### src/rtl/pc_sequencer.sv
// rtl/pc_sequencer.sv - fetch-stage program counter sequencer with branch flush, stall and halt
//
// Owns the PC register and drives the next-PC select of the branch mux.
// Optional feature macro: BRANCH_COUNT_EN (taken-branch counter register).
//
// Ports:
//   i_clk, i_rst             clock, asynchronous active-high reset
//   i_stall, i_halt          hold PC / stop fetching
//   i_resume                 leave HALT
//   i_branch_valid/_taken    resolved branch from execute stage
//   i_branch_target          branch target address (low 2 bits dropped)
//   o_pc_out, o_pc_plus4     current PC and PC+4
//   o_pc_sel                 branch mux select (1 = target)
//   o_pc_next                value the PC loads at the next edge
//   o_fetch_valid, o_flush   fetch qualifier and IF/ID squash
//   o_branch_count           taken-branch counter (0 when feature disabled)
module pc_sequencer #(
    parameter int             W            = 32,
    parameter logic [W-1:0]   RESET_PC     = '0,
    parameter int             FLUSH_CYCLES = 2
) (
    input  logic         i_clk,
    input  logic         i_rst,
    input  logic         i_stall,
    input  logic         i_halt,
    input  logic         i_resume,
    input  logic         i_branch_valid,
    input  logic         i_branch_taken,
    input  logic [W-1:0] i_branch_target,
    output logic [W-1:0] o_pc_out,
    output logic [W-1:0] o_pc_plus4,
    output logic         o_pc_sel,
    output logic [W-1:0] o_pc_next,
    output logic         o_fetch_valid,
    output logic         o_flush,
    output logic [31:0]  o_branch_count
);

    typedef enum logic [1:0] {
        S_RUN   = 2'd0,
        S_FLUSH = 2'd1,
        S_HALT  = 2'd2
    } state_t;

    // Redirect cycle itself counts as one bubble, so FLUSH lasts FLUSH_CYCLES
    // cycles when the counter starts at FLUSH_CYCLES-1 and exits at zero.
    localparam logic [3:0] CNT_INIT = 4'(FLUSH_CYCLES - 1);

    state_t       r_state;
    logic [W-1:0] r_pc;
    logic [3:0]   r_cnt;

    logic         w_redirect;
    logic [W-1:0] w_target;
    logic [W-1:0] w_pc_plus4;
    logic [W-1:0] w_pc_next;
    logic         w_unused_tgt;

    assign w_redirect   = i_branch_valid & i_branch_taken & (r_state == S_RUN);
    assign w_target     = {i_branch_target[W-1:2], 2'b00};
    assign w_pc_plus4   = r_pc + W'(4);
    assign w_unused_tgt = ^i_branch_target[1:0];

    // Redirect outranks halt and stall; PC only advances in an unstalled RUN cycle.
    always_comb begin
        w_pc_next = r_pc;
        if (w_redirect) begin
            w_pc_next = w_target;
        end else if ((r_state == S_RUN) && !i_halt && !i_stall) begin
            w_pc_next = w_pc_plus4;
        end
    end

    always_ff @(posedge i_clk or posedge i_rst) begin
        if (i_rst) begin
            r_state <= S_RUN;
            r_pc    <= RESET_PC;
            r_cnt   <= 4'd0;
        end else begin
            r_pc <= w_pc_next;
            case (r_state)
                S_RUN: begin
                    if (w_redirect) begin
                        r_state <= S_FLUSH;
                        r_cnt   <= CNT_INIT;
                    end else if (i_halt) begin
                        r_state <= S_HALT;
                    end
                end
                S_FLUSH: begin
                    if (r_cnt == 4'd0) begin
                        r_state <= S_RUN;
                    end else begin
                        r_cnt <= r_cnt - 4'd1;
                    end
                end
                S_HALT: begin
                    if (i_resume) begin
                        r_state <= S_RUN;
                    end
                end
                default: begin
                    r_state <= S_RUN;
                end
            endcase
        end
    end

`ifdef BRANCH_COUNT_EN
    logic [31:0] r_branch_count;

    always_ff @(posedge i_clk or posedge i_rst) begin
        if (i_rst) begin
            r_branch_count <= 32'd0;
        end else if (w_redirect) begin
            r_branch_count <= r_branch_count + 32'd1;
        end
    end

    assign o_branch_count = r_branch_count;
`else
    assign o_branch_count = 32'd0;
`endif

    assign o_pc_out      = r_pc;
    assign o_pc_plus4    = w_pc_plus4;
    assign o_pc_sel      = w_redirect;
    assign o_pc_next     = w_pc_next;
    assign o_fetch_valid = (r_state == S_RUN) & ~i_stall & ~i_halt & ~w_redirect;
    assign o_flush       = (r_state == S_FLUSH) | w_redirect;

endmodule

### config.mk
export PLATFORM = sky130hd
export DESIGN_NAME = pc_sequencer
export DESIGN_NICKNAME = d
export VERILOG_FILES = /design/src/rtl/pc_sequencer.sv
export SDC_FILE = /design/constraint.sdc
export NUM_CORES = 1
export LEC_CHECK = 0
export BUFFER_PORTS_ARGS = -buffer_cell sky130_fd_sc_hd__buf_4
export CORE_MARGIN = 4
export CORE_UTILIZATION = 47
export DETAILED_ROUTE_END_ITERATION = 7
export PLACE_DENSITY = 0.84
export SLEW_MARGIN = 30
export SYNTH_ARGS = -nofsm -noshare
export SYNTH_HDL_FRONTEND = slang
export SYNTH_SLANG_ARGS = --single-unit
### constraint.sdc
create_clock -name i_clk -period 6.19 [get_ports i_clk]
set_input_delay 1.238 -clock i_clk [delete_from_list [all_inputs] [get_ports i_clk]]
set_output_delay 1.238 -clock i_clk [all_outputs]
set_load 0.005 [all_outputs]
==> summary.md <==
| Metric | Value |
|---|---|
| Final wirelength | 7.93 mm |
| I/O pin count | 170 |
| Crit Path Max Fanout | 9 |
| Post-cts resize count | 0 |
| Worst-Margin Slew | 863 ps |
| Avg Synthesized Cell Area | 8.47 um2 |
| Diodes inserted | 0 |
| Sw Share | 41.5% |
| CP bufs+invs | 2 |
| Remaining Overflow, GRT | 0 |
| Number of global-route vias before repair | 2481 |
| CTS Sinks | 38 |
| Worst-path cell chain | buf_4, or4_1, nor3_4, nand3_1, xor2_1, o21ai_1, buf_4 |
| Initial core utilization | 49.5% |
| R2R setup slack | 3880 ps |
| Largest net degree at the start of global routing | 39 |
| CP Launch Type | input port |
| Vias/cell | 5.02 |
| CTS tree | built |
| Clk pwr share | 10.6% |
| # rows | 27 |
| DRT Pass-1 Iters | 4 |
| Largest family of logic cells by synthesized area | simple AND/OR/NAND/NOR gates |
| Type of the tightest min-delay check | reg -> reg |
| Hold Vio Cnt, Final | 0 |
| Max-slew violations | 0 |
| Post-synthesis mux area share | 1.16% |
| Comb pwr share | 55.2% |
| DP HPWL | 6.27 mm |
| Most common cell after layout, fill and taps aside | buf_4 |
| Maximum VDD drop | 0.000267 V |
| Global Route Usage Sum | 20.9% |
| Most frequent cell on the critical path | buf_4 |
| Global-route wire length before repair | 12.5 mm |
| Final setup vio count | 0 |
| Starting DRT DRC Count | 147 |
| Core area | 0.00564 mm2 |
| Cell family with most CP delay | simple AND/OR/NAND/NOR gates |
| Syn Std Cell Area | 0.00280 mm2 |
| Slowest stage delay, CP | 700 ps |
| Post-DR wirelength/cell | 15.0 um |
| Nets@finish | 495 |
| Fmax | 226 MHz |
| Cells after synthesis | 330 |
| Distinct cells, synth | 37 |
| Root Driver | clkbuf_8 |
| Outcome | finished, final reports clean |
| Placed insts | 519 |
| MaxCap Viol Count | 0 |
| P per Cell Area | 447 mW/mm2 |
| Antenna-violating nets left | 0 |
| Clock Skews | 8.96 ps |
| Compound-Gate Fraction of Synth Area | 6.27% |
| Leak | 1.83 nW |
| WS Path Type | in -> out |
| Post-CTS setup buffer count | 0 |
| Number of synthesized register bits | 38 |
| FFs w/ async S/R, synth | 100% |
| Synthesis Warnings | 0 |
| Post-Synth XOR/XNOR Area | 18.5% |
| Area grow syn2layout | 36.0% |
| IO buf count | 135 |
| Crit. End Element | primary output |
| Ys flop type | dfrtp_1 |
| Initial antenna violation count | 0 |
| Switching component of the power | 705 uW |
| Total power draw | 1.70 mW |
| Fin cells | 527 |
| Sequential power share | 34.1% |
| Area of placed instances | 0.00371 mm2 |
| Part of the Yosys area used for sequential elements | 34.0% |
| CP required | 4950 ps |
| Inserted Clock Buffers | 5 |
| Rel. slew slack | 42.0% |
| Post-route DRC | 0 |
| Die H | 85.1 um |
| Die ar. | 0.00725 mm2 |
| Setup TNS Final | 0 ps |
| Hold_buf cts | 0 |
| Clk_lat worst skew | 290 ps |
| Critical Path AT | 3190 ps |
| Layout cell share with drive strength beyond 1 | 35.6% |
| Most frequent cells in the layout | buf_4 (138), nand2_1 (53), dfrtp_1 (38) |
| Period utilization | 71.5% |
| Int Pwr | 994 uW |
| H-tree depth | 2 |
| RSZ-0062 raised after global routing | false |
| Post-route minimum period | 4430 ps |
| Clk slew on worst S/H paths | 80 ps |
| Die width | 85.1 um |
| Slowest CP cell | or4_1 |
| Number of buffers on the longest clock path | 2 |
| GP Congestion | 0.853 |
| Vias | 2645 |
| Number of synthesized flops with an enable pin | 0 |
| Post-Synth Adder-Cell Area | 0.895% |
| Final instance area | 0.00380 mm2 |
| Synth Area in Simple Gates | 26.1% |
## cell type report
class,instances,area [um2]
Inverter,7,26.3
Timing Repair Buffer,138,1040
Multi-Input combinational cell,264,1600
Fill cell,481,1840
Clock inverter,2,12.5
Tap cell,72,90.1
Sequential cell,38,951
Clock buffer,6,82.6
## logic make-up after synthesis
family / Yosys count
and+or+nand+nor: 136
xor gates and xnor gates: 59
buffers and inverters: 59
DFF: 38
AOI/OAI and AO/OA: 32
muxes: 3
adders and majority gates: 2
other: 1
## worst paths after layout
kind                                  from       endpoint  cells after the start
max in group asynchronous            i_rst   o_pc_out[22]                      3
worst min-delay path              r_cnt[0]       r_cnt[0]                      1
worst max-delay path                i_halt  o_pc_next[28]                      7
worst max register to register  r_state[1]   o_pc_out[30]                      5
min in group asynchronous            i_rst    o_pc_out[6]                      3
worst min register to register    r_cnt[0]       r_cnt[0]                      1
## power groups by stage
stage / clock, mW / combinational (mW) / sequential [mW]
CTS: 0.186 / 0.955 / 0.577
global placement: 0 / 0.929 / 0.573
floorplan: 0 / 0.463 / 0.496
detailed placement: 0 / 0.950 / 0.582
global route: 0.197 / 1.03 / 0.606
finish: 0.181 / 0.939 / 0.580
## synthesized netlist by cell type, types with 3 or more instances
cell | number | share of area (%)
buf_1 | 3 | 0.40
buf_2 | 4 | 0.72
buf_4 | 34 | 9.1
clkbuf_1 | 10 | 1.3
dfrtp_1 | 38 | 34
inv_1 | 7 | 0.94
nand2_1 | 53 | 7.1
nand3_1 | 17 | 3.0
nand4_1 | 15 | 3.4
nor2_1 | 20 | 2.7
nor3_1 | 5 | 0.90
nor4_1 | 3 | 0.67
o21ai_0 | 8 | 1.4
o21ai_1 | 18 | 3.2
o21ai_2 | 4 | 1.3
xnor2_1 | 25 | 7.8
xor2_1 | 34 | 11
## sequential cells by signal (all words and copies together), names as in the netlist
name,flops
o_pc_out,32
r_cnt,4
r_state,2
## metal layers
layer	global-route usage (%)	up-vias	wire length (um)
met5	0	-	0
met3	4.66	10	635
met1	26.5	1235	3080
li1	-	1284	-
met2	36.2	116	4100
met4	5.18	0	108
## per-stage QoR
step	utilization (%)	setup slack, ps	hold WS, ps
after floorplan	-	2370	469
after global placement	65.7	1730	487
after detailed placement	65.7	1750	516
after CTS	67.4	1750	528
after global routing	67.4	1580	535
final	67.4	1760	522
No activity file was read; power rests on OpenSTA's default activity.
